## src/rtl/gcd_lcm_if.sv

```systemverilog
// Request/response bundle for gcd_lcm_engine.
//   start/abort/mode/a_in/b_in : requester -> engine
//   busy/done/result/error     : engine -> requester
interface gcd_lcm_if #(
  parameter int unsigned WIDTH = 8
);
  logic               start;
  logic               abort;
  logic               mode;
  logic [WIDTH-1:0]   a_in;
  logic [WIDTH-1:0]   b_in;
  logic               busy;
  logic               done;
  logic [2*WIDTH-1:0] result;
  logic               error;

  modport master (
    output start, abort, mode, a_in, b_in,
    input  busy, done, result, error
  );

  modport slave (
    input  start, abort, mode, a_in, b_in,
    output busy, done, result, error
  );
endinterface

```

## src/rtl/gcd_lcm_engine.sv

```systemverilog
// Multi-cycle GCD / LCM engine.
//   GCD: binary (Stein) algorithm, one step per cycle.
//   LCM: (A / gcd) * B via a restoring divider then a shift-add multiplier.
// Ports: clk, rst_n (async active-low), bus (gcd_lcm_if.slave):
//   start/mode/a_in/b_in sampled in IDLE, abort cancels GCD/DIV/MUL,
//   busy/done/result/error are registered outputs.
module gcd_lcm_engine #(
  parameter int unsigned WIDTH = 8
) (
  input  logic      clk,
  input  logic      rst_n,
  gcd_lcm_if.slave  bus
);
  localparam int unsigned W  = WIDTH;
  localparam int unsigned RW = 2 * WIDTH;
  localparam int unsigned KW = $clog2(WIDTH) + 1;
  localparam int unsigned CW = $clog2(WIDTH) + 1;

  typedef enum logic [2:0] {IDLE, GCD, DIV, MUL, FIN} state_e;

  state_e          state_q, state_d;
  logic            mode_q, mode_d;
  logic [W-1:0]    a_q, a_d, b_q, b_d;
  logic [W-1:0]    x_q, x_d, y_q, y_d;
  logic [KW-1:0]   k_q, k_d;
  logic [W-1:0]    g_q, g_d;
  logic [W-1:0]    rem_q, rem_d;
  logic [W-1:0]    dvd_q, dvd_d;     // dividend, then quotient, then multiplier
  logic [RW-1:0]   mcand_q, mcand_d;
  logic [RW-1:0]   acc_q, acc_d;
  logic [CW-1:0]   cnt_q, cnt_d;
  logic [RW-1:0]   result_q, result_d;
  logic            error_q, error_d;
  logic            busy_q, busy_d;
  logic            done_q, done_d;

  logic [W-1:0]    g_w;
  logic [W:0]      rem_sh;

  // State and datapath registers
  always_ff @(posedge clk or negedge rst_n) begin
    if (!rst_n) begin
      state_q  <= IDLE;
      mode_q   <= 1'b0;
      a_q      <= '0;
      b_q      <= '0;
      x_q      <= '0;
      y_q      <= '0;
      k_q      <= '0;
      g_q      <= '0;
      rem_q    <= '0;
      dvd_q    <= '0;
      mcand_q  <= '0;
      acc_q    <= '0;
      cnt_q    <= '0;
      result_q <= '0;
      error_q  <= 1'b0;
      busy_q   <= 1'b0;
      done_q   <= 1'b0;
    end else begin
      state_q  <= state_d;
      mode_q   <= mode_d;
      a_q      <= a_d;
      b_q      <= b_d;
      x_q      <= x_d;
      y_q      <= y_d;
      k_q      <= k_d;
      g_q      <= g_d;
      rem_q    <= rem_d;
      dvd_q    <= dvd_d;
      mcand_q  <= mcand_d;
      acc_q    <= acc_d;
      cnt_q    <= cnt_d;
      result_q <= result_d;
      error_q  <= error_d;
      busy_q   <= busy_d;
      done_q   <= done_d;
    end
  end

  // Next-state and datapath logic
  always_comb begin
    state_d  = state_q;
    mode_d   = mode_q;
    a_d      = a_q;
    b_d      = b_q;
    x_d      = x_q;
    y_d      = y_q;
    k_d      = k_q;
    g_d      = g_q;
    rem_d    = rem_q;
    dvd_d    = dvd_q;
    mcand_d  = mcand_q;
    acc_d    = acc_q;
    cnt_d    = cnt_q;
    result_d = result_q;
    error_d  = error_q;
    // gcd is never larger than the nonzero operand, so the shift cannot overflow
    g_w      = (x_q == '0) ? W'(y_q << k_q) : W'(x_q << k_q);
    rem_sh   = {rem_q, dvd_q[W-1]};

    unique case (state_q)
      IDLE: begin
        if (bus.start) begin
          mode_d = bus.mode;
          a_d    = bus.a_in;
          b_d    = bus.b_in;
          x_d    = bus.a_in;
          y_d    = bus.b_in;
          k_d    = '0;
          if (bus.a_in == '0 && bus.b_in == '0) begin
            state_d  = FIN;
            result_d = '1;
            error_d  = 1'b1;
          end else begin
            state_d = GCD;
          end
        end
      end

      GCD: begin
        if (bus.abort) begin
          state_d = IDLE;
        end else if (x_q == '0 || y_q == '0) begin
          if (!mode_q) begin
            state_d  = FIN;
            result_d = RW'(g_w);
            error_d  = 1'b0;
          end else if (a_q == '0 || b_q == '0) begin
            state_d  = FIN;
            result_d = '0;
            error_d  = 1'b0;
          end else begin
            state_d = DIV;
            g_d     = g_w;
            rem_d   = '0;
            dvd_d   = a_q;
            cnt_d   = '0;
          end
        end else if (!x_q[0] && !y_q[0]) begin
          x_d = x_q >> 1;
          y_d = y_q >> 1;
          k_d = k_q + KW'(1);
        end else if (!x_q[0]) begin
          x_d = x_q >> 1;
        end else if (!y_q[0]) begin
          y_d = y_q >> 1;
        end else if (x_q >= y_q) begin
          x_d = x_q - y_q;
        end else begin
          y_d = y_q - x_q;
        end
      end

      DIV: begin
        if (bus.abort) begin
          state_d = IDLE;
        end else begin
          // Restoring step: quotient bits shift into the dividend register
          if (rem_sh >= {1'b0, g_q}) begin
            rem_d = W'(rem_sh - {1'b0, g_q});
            dvd_d = {dvd_q[W-2:0], 1'b1};
          end else begin
            rem_d = W'(rem_sh);
            dvd_d = {dvd_q[W-2:0], 1'b0};
          end
          cnt_d = cnt_q + CW'(1);
          if (cnt_q == CW'(W - 1)) begin
            state_d = MUL;
            mcand_d = RW'(b_q);
            acc_d   = '0;
            cnt_d   = '0;
          end
        end
      end

      MUL: begin
        if (bus.abort) begin
          state_d = IDLE;
        end else begin
          if (dvd_q[0]) begin
            acc_d = acc_q + mcand_q;
          end
          mcand_d = mcand_q << 1;
          dvd_d   = dvd_q >> 1;
          cnt_d   = cnt_q + CW'(1);
          if (cnt_q == CW'(W - 1)) begin
            state_d  = FIN;
            result_d = acc_d;
            error_d  = 1'b0;
          end
        end
      end

      FIN: begin
        state_d = IDLE;
      end

      default: begin
        state_d = IDLE;
      end
    endcase

    busy_d = (state_d == GCD) || (state_d == DIV) || (state_d == MUL);
    done_d = (state_d == FIN);
  end

  assign bus.busy   = busy_q;
  assign bus.done   = done_q;
  assign bus.result = result_q;
  assign bus.error  = error_q;

endmodule

```

## src/flat_wrapper.sv

```systemverilog
// flat-port wrapper written by rule: the top's interface ports become plain ports
module gcd_lcm_engine_flat 
#(
  parameter int unsigned WIDTH = 8
)
  (clk, rst_n, bus_start, bus_abort, bus_mode, bus_a_in, bus_b_in, bus_busy, bus_done, bus_result, bus_error);
  gcd_lcm_if #(.WIDTH(WIDTH)) bus_i ();
  input  logic clk;
  input  logic rst_n;
  input wire logic [$bits(bus_i.start)-1:0] bus_start;
  input wire logic [$bits(bus_i.abort)-1:0] bus_abort;
  input wire logic [$bits(bus_i.mode)-1:0] bus_mode;
  input wire logic [$bits(bus_i.a_in)-1:0] bus_a_in;
  input wire logic [$bits(bus_i.b_in)-1:0] bus_b_in;
  output wire logic [$bits(bus_i.busy)-1:0] bus_busy;
  output wire logic [$bits(bus_i.done)-1:0] bus_done;
  output wire logic [$bits(bus_i.result)-1:0] bus_result;
  output wire logic [$bits(bus_i.error)-1:0] bus_error;
  assign bus_i.start = bus_start;
  assign bus_i.abort = bus_abort;
  assign bus_i.mode = bus_mode;
  assign bus_i.a_in = bus_a_in;
  assign bus_i.b_in = bus_b_in;
  assign bus_busy = bus_i.busy;
  assign bus_done = bus_i.done;
  assign bus_result = bus_i.result;
  assign bus_error = bus_i.error;
  gcd_lcm_engine #(.WIDTH(WIDTH)) u_core (.clk(clk), .rst_n(rst_n), .bus(bus_i));
endmodule
```

## config.mk

```make
export PLATFORM = sky130hd
export DESIGN_NAME = gcd_lcm_engine_flat
export DESIGN_NICKNAME = d
export VERILOG_FILES = /design/src/rtl/gcd_lcm_if.sv /design/src/rtl/gcd_lcm_engine.sv /design/src/flat_wrapper.sv
export SDC_FILE = /design/constraint.sdc
export NUM_CORES = 1
export LEC_CHECK = 0
export CAP_MARGIN = 20
export CORE_MARGIN = 1
export CORE_UTILIZATION = 45
export CTS_CLUSTER_SIZE = 25
export DETAILED_ROUTE_END_ITERATION = 6
export GPL_ROUTABILITY_DRIVEN = 0
export SKIP_LAST_GASP = 1
export SYNTH_ARGS = -nofsm -noshare
export SYNTH_HDL_FRONTEND = slang
export SYNTH_SLANG_ARGS = --single-unit
```

## constraint.sdc

```tcl
create_clock -name clk -period 4 [get_ports clk]
set_input_delay 1 -clock clk [delete_from_list [all_inputs] [get_ports clk]]
set_output_delay 1 -clock clk [all_outputs]
set_load 0.05 [all_outputs]
```

* Yosys cells after proc, flatten, opt, wreduce, memory -nomap -nowiden
Cells that the tools add are included.
Word-level totals: bits in registers 119, output and inout port bits 19, logic and storage cells 170
Operators by class: $add $sub $neg 6, reduce and logical (&&, ||, !) cells 31, eq/ne operators 25, bitwise gates (word level) 2, shifts and indexed selects 2, multiplexer cells 83, order comparisons 2
Operators with widths (count):
- $mux 16 | 15
- $mux 8 | 27
- $pmux 16 s2 | 2
- $logic_not 8->1 | 6
- $pmux 16 s3 | 1
- $pmux 8 s2 | 3
- $mux 4 | 11
- $mux 3 | 10
- $pmux 8 s3 | 1
- $sub 8x8->8 | 3
- $reduce_and 6->1 | 3
- $add 16x16->16 | 1
- $shl 8x4->8 | 2
- $reduce_and 5->1 | 3
- $eq 3x2->1 const B | 4
- $ne 2x1->1 const B | 6
- $ne 2x2->1 const B | 6
- $ne 4x4->1 const B | 3
- $pmux 3 s4 | 1
- $pmux 4 s3 | 1
- $ge 9x8->1 | 1
- $mux 1 | 9
- $add 4x1->4 const B | 2
- $ge 8x8->1 | 1
- other kinds (18) | 29

* Logic depth before layout (Yosys ltp)
depth in word-level cells 10, gate-level depth with buffers 12, gate-level depth less buffers 11

* Least setup slack after synthesis
OpenSTA, ideal clock, no wires.
path kind flip-flop to flip-flop, start point reg u_core.x_q[0], end point reg u_core.x_q[3], path slack 1.188 ns, required time 3.872 ns, data arrival time 2.685 ns, path buffers 2, cell stages (with the launch flop) 12, period minus slack after synthesis 2.812 ns, cell sequence dfrtp_1 > inv_1 > ha_1 > inv_1 > fa_1 > a21o_1 > a2111oi_0 > o31ai_1 > clkbuf_1 > o31ai_2 > buf_2 > o21ai_0
Between the ends: word-level cells in the longest chain between the ends 8
Ends and longest elaborated chain:
- start: declaration | line gcd_lcm_engine.sv:24 | logic [W-1:0] x_q, x_d, y_q, y_d;
- start signal: assignment | line gcd_lcm_engine.sv:47 | x_q <= '0;
- start signal: assignment | line gcd_lcm_engine.sv:65 | x_q <= x_d;
- $sub 8x8->8 | line gcd_lcm_engine.sv:149 | x_d = x_q - y_q;
- $mux 8 | line gcd_lcm_engine.sv:148 | end else if (x_q >= y_q) begin
- $mux 8 | line gcd_lcm_engine.sv:146 | end else if (!y_q[0]) begin
- $mux 8 | line gcd_lcm_engine.sv:144 | end else if (!x_q[0]) begin
- $mux 8 | line gcd_lcm_engine.sv:140 | end else if (!x_q[0] && !y_q[0]) begin
- $mux 8 | line gcd_lcm_engine.sv:124 | end else if (x_q == '0 || y_q == '0) begin
- $mux 8 | line gcd_lcm_engine.sv:122 | if (bus.abort) begin
- $pmux 8 s2 | line gcd_lcm_engine.sv:102 | unique case (state_q)
Parallel ways exist; a longest one is shown, timed or not. The select of a mux whose other input is x is not followed. A chain may end at the register's enable or synchronous reset.

* Worst setup path after layout
start point reg u_core.x_q[0], end point reg u_core.y_q[7]
Between the ends: word-level cells in the longest chain between the ends 8
Ends and longest elaborated chain:
- $sub 8x8->8 | line gcd_lcm_engine.sv:151 | y_d = y_q - x_q;
- $mux 8 | line gcd_lcm_engine.sv:148
- $mux 8 | line gcd_lcm_engine.sv:146
- $mux 8 | line gcd_lcm_engine.sv:144
- $mux 8 | line gcd_lcm_engine.sv:140
- $mux 8 | line gcd_lcm_engine.sv:124
- $mux 8 | line gcd_lcm_engine.sv:122
- $pmux 8 s2 | line gcd_lcm_engine.sv:102
- end signal: assignment | line gcd_lcm_engine.sv:66 | y_q <= y_d;
- end: declaration | line gcd_lcm_engine.sv:24
Parallel ways exist; a longest one is shown, timed or not. The select of a mux whose other input is x is not followed.

==> metrics <==
run status completed; fin crit period 3.24 ns; largest net degree at the start of global routing 72; cell occurring most often along the worst timing path inv_1; Fin Clk Skew 0.00878 ns; Fin. Hold Viols 0; proportion of netlist area held by the largest area contributor 0.387; Post-synth top flop dfrtp_1; arrival time reported for the critical path endpoint 3.57 ns; post-route cell area 8980 um^2; Initial Util 0.463; final instance count without filler cells 1,151; detailed-route via count 6,841; number of nets at the end of the flow 984; number of global-route vias before repair 6,700; worst relative slew slack 0.393; slowest cell delay on critical path 0.50 ns; total die area 17,600 um^2; IO Port Bufs 39; sequential share of the synthesized area 0.387; Setup Total Neg Slack 0 ns; Pins Over Slew Limit 0; total setup violations reported at the end of the flow 0; cell row count 47; instance count of the mapped netlist 891; transition time of the tightest slew-check pin 0.908 ns; # placed instances 1,118; post-route ant nets 0; cell chain of the critical path inv_1 -> ha_1 -> inv_1 -> fa_1 -> a21o_1 -> a2111oi_0 -> o31ai_1 -> buf_4 -> nand3_1 -> nand2_1 -> or4_1 -> o21ai_1; RSZ-0062 raised after global routing no; depth of the worst register-to-register path 12; layout cell share with drive strength beyond 1 0.0720; capturing element type of the critical path flip-flop; post-detail-place hpwl 15,500 um; Post-CTS Setup Bufs 0; wire length of the first global-routing pass 34,700 um; wire length reported by the detailed router 21,000 um; total iterations of the first detailed-routing run 5; Yosys reg bits 119; cells taking the most area after synthesis dfrtp_1 39%, nand2_1 6.9%, ha_1 6.8%; clock network latency to the later pin of the worst-skew pair 0.41 ns; Max Clk Rate 308 MHz; number of gates on the worst path with buffers counted 12; cell chosen for the clock root clkbuf_16; total power draw 0.00707 W; critical path required time 4.33 ns; Pwr per Cell Area 788 nW/um^2; Bufs and invs on worst path 3; reported leakage power 3.98 nW; clock sink count 119; number of primary I/O pins 40; total number of H-tree levels 4; Bufs on Longest Clock Path 2; total number of yosys warnings 0; number of flops mapped to enable cells by yosys 0; initial antenna violation count 1; total of cells resized after clock tree synthesis 0; post-place instance area 8310 um^2; average detailed-routed wire length per instance 18.2 um; overall global routing resource usage 0.250; Mapped Area 7700 um^2; post-route DRC violation count 0; class of the worst hold path primary input to asynchronous set/reset pin; library cell contributing the largest single delay on the critical path dfrtp_1; post-synth net total 958; Die Ht 133 um; core box area 16,600 um^2; maximum fanout encountered on the critical timing path 12; CTS clock-pin slew for the worst setup and hold paths 0.05 ns; Worst VDD drop 0.630 mV; # hold bufs at CTS 0; TritonCTS clock tree done; number of max-capacitance violations reported 0; cell accounting for the most synthesized area dfrtp_1; Synth cell types 71; CP delay by family, top compound AO/OA/AOI/OAI gates; startpoint type of the worst setup path flip-flop; Worst Setup Path Type flip-flop to flip-flop; Async S/R FF share, synth 1.00; clock buffer count from CTS 17; number of filler cells placed in the layout 1,520; initial detailed-routing violation count 600; synthesized area per cell 8.64 um^2; chip width 133 um; per-cell via count in the routed design 5.94; period utilisation layout 0.811; area grow syn2layout 16.6%; leftover overflow at the end of global routing 0
cells in the final DEF (no fill, tap or decap), types with 10 or more instances in the layout:
master,synthesis,final
nand2_1,141,141
dfrtp_1,119,119
nor2_1,67,66
o21ai_0,66,65
a21oi_1,43,43
ha_1,42,42
inv_1,39,39
clkdlybuf4s50_1,0,38
mux2i_1,28,28
nand3_1,25,25
o21ai_1,21,21
a31oi_1,17,17
nor3_1,17,17
clkbuf_16,0,17
a21o_1,15,15
xnor2_1,14,14
buf_4,0,14
nor4_1,12,12
o21a_1,12,12
nand2b_1,11,11
o31ai_1,11,11
a211oi_1,10,10
xor2_1,10,10
Yosys cell counts, types with 14 or more instances:
cell / instances
inv_1: 39
xnor2_1: 14
a21oi_1: 43
a31oi_1: 17
clkbuf_1: 40
ha_1: 42
dfrtp_1: 119
mux2i_1: 28
nand2_1: 141
nor3_1: 17
o21ai_1: 21
nand3_1: 25
o21ai_0: 66
nor2_1: 67
a21o_1: 15
per-stage QoR:
step | utilization | setup slack (ns) | hold slack (ns)
global placement | 0.499 | 0.792 | 0.457
global route | 0.539 | 0.620 | 0.459
floorplan | - | 1.19 | 0.441
detailed placement | 0.499 | 0.725 | 0.471
finish | 0.539 | 0.756 | 0.450
CTS | 0.539 | 0.824 | 0.451
sequential cells by signal, indices dropped and copies added (netlist names), 3 cells and up:
register           flops
u_core.mcand_q        16
u_core.acc_q          16
u_core.k_q             4
u_core.dvd_q           8
u_core.g_q             8
u_core.state_q         3
u_core.a_q             8
u_core.bus.result     16
u_core.y_q             8
u_core.cnt_q           4
u_core.x_q             8
u_core.b_q             8
u_core.rem_q           8
worst register-to-register path, stage by stage, from the launching register on:
cell       delay, ns
dfrtp_1         0.50
inv_1           0.16
ha_1            0.20
inv_1           0.06
fa_1            0.40
a21o_1          0.19
a2111oi_0       0.42
o31ai_1         0.13
buf_4           0.19
nand3_1         0.10
nand2_1         0.21
or4_1           0.48
o21ai_1         0.15
metal layers:
layer	vias to the layer above	GRT usage	wire length, um	share of wire
met2	217	0.410	9780	0.47
met3	42	0.0460	1020	0.048
met1	3313	0.323	9540	0.46
li1	3269	-	-	-
met5	-	0	0	0
met4	0	0.109	625	0.030
kinds of logic (layout without fill, tap and decap cells):
kind of cell               count (synthesis)  count (layout)  synth area share
and+or+nand+nor                          329             329             0.203
AOI/OAI and AO/OA                        256             256             0.220
other                                      0               1                 0
xor gates and xnor gates                  24              24            0.0273
DFF                                      119             119             0.387
buffers and inverters                     85             124            0.0419
adders and majority gates                 46              46            0.0787
muxes                                     32              32            0.0423
worst paths after layout:
kind                                           start                           to  slack [ns]
setup / recovery           u_core.x_q[0]$_DFFE_PN0P_    u_core.y_q[7]$_DFFE_PN0P_        0.76
min in group clk           u_core.g_q[0]$_DFFE_PN0P_    u_core.g_q[0]$_DFFE_PN0P_        0.48
hold / removal                                 rst_n  u_core.rem_q[4]$_DFFE_PN0P_        0.45
setup reg to reg           u_core.x_q[0]$_DFFE_PN0P_    u_core.y_q[7]$_DFFE_PN0P_        0.76
max in group asynchronous                      rst_n    u_core.y_q[1]$_DFFE_PN0P_        2.83
hold reg to reg            u_core.g_q[0]$_DFFE_PN0P_    u_core.g_q[0]$_DFFE_PN0P_        0.48
report_power, final:
part	leakage (nW)	internal [W]	total [W]	switching (W)
clock	0.325	0.00116	0.00172	0.000555
combinational	2.14	0.00131	0.00331	0.00200
sequential	1.51	0.00157	0.00205	0.000477
area by class of cell:
cell class	instances	area, um^2	area share
clock inverter	10	190	0.0212
tap	220	275	0.0307
timing repair buffer	53	505	0.0563
sequential	119	2980	0.332
inverter	39	146	0.0163
antenna	1	2.50	0.000279
multi-input combinational	687	4400	0.491
clock buffer	22	474	0.0528
No activity file was read; power rests on OpenSTA's default activity.
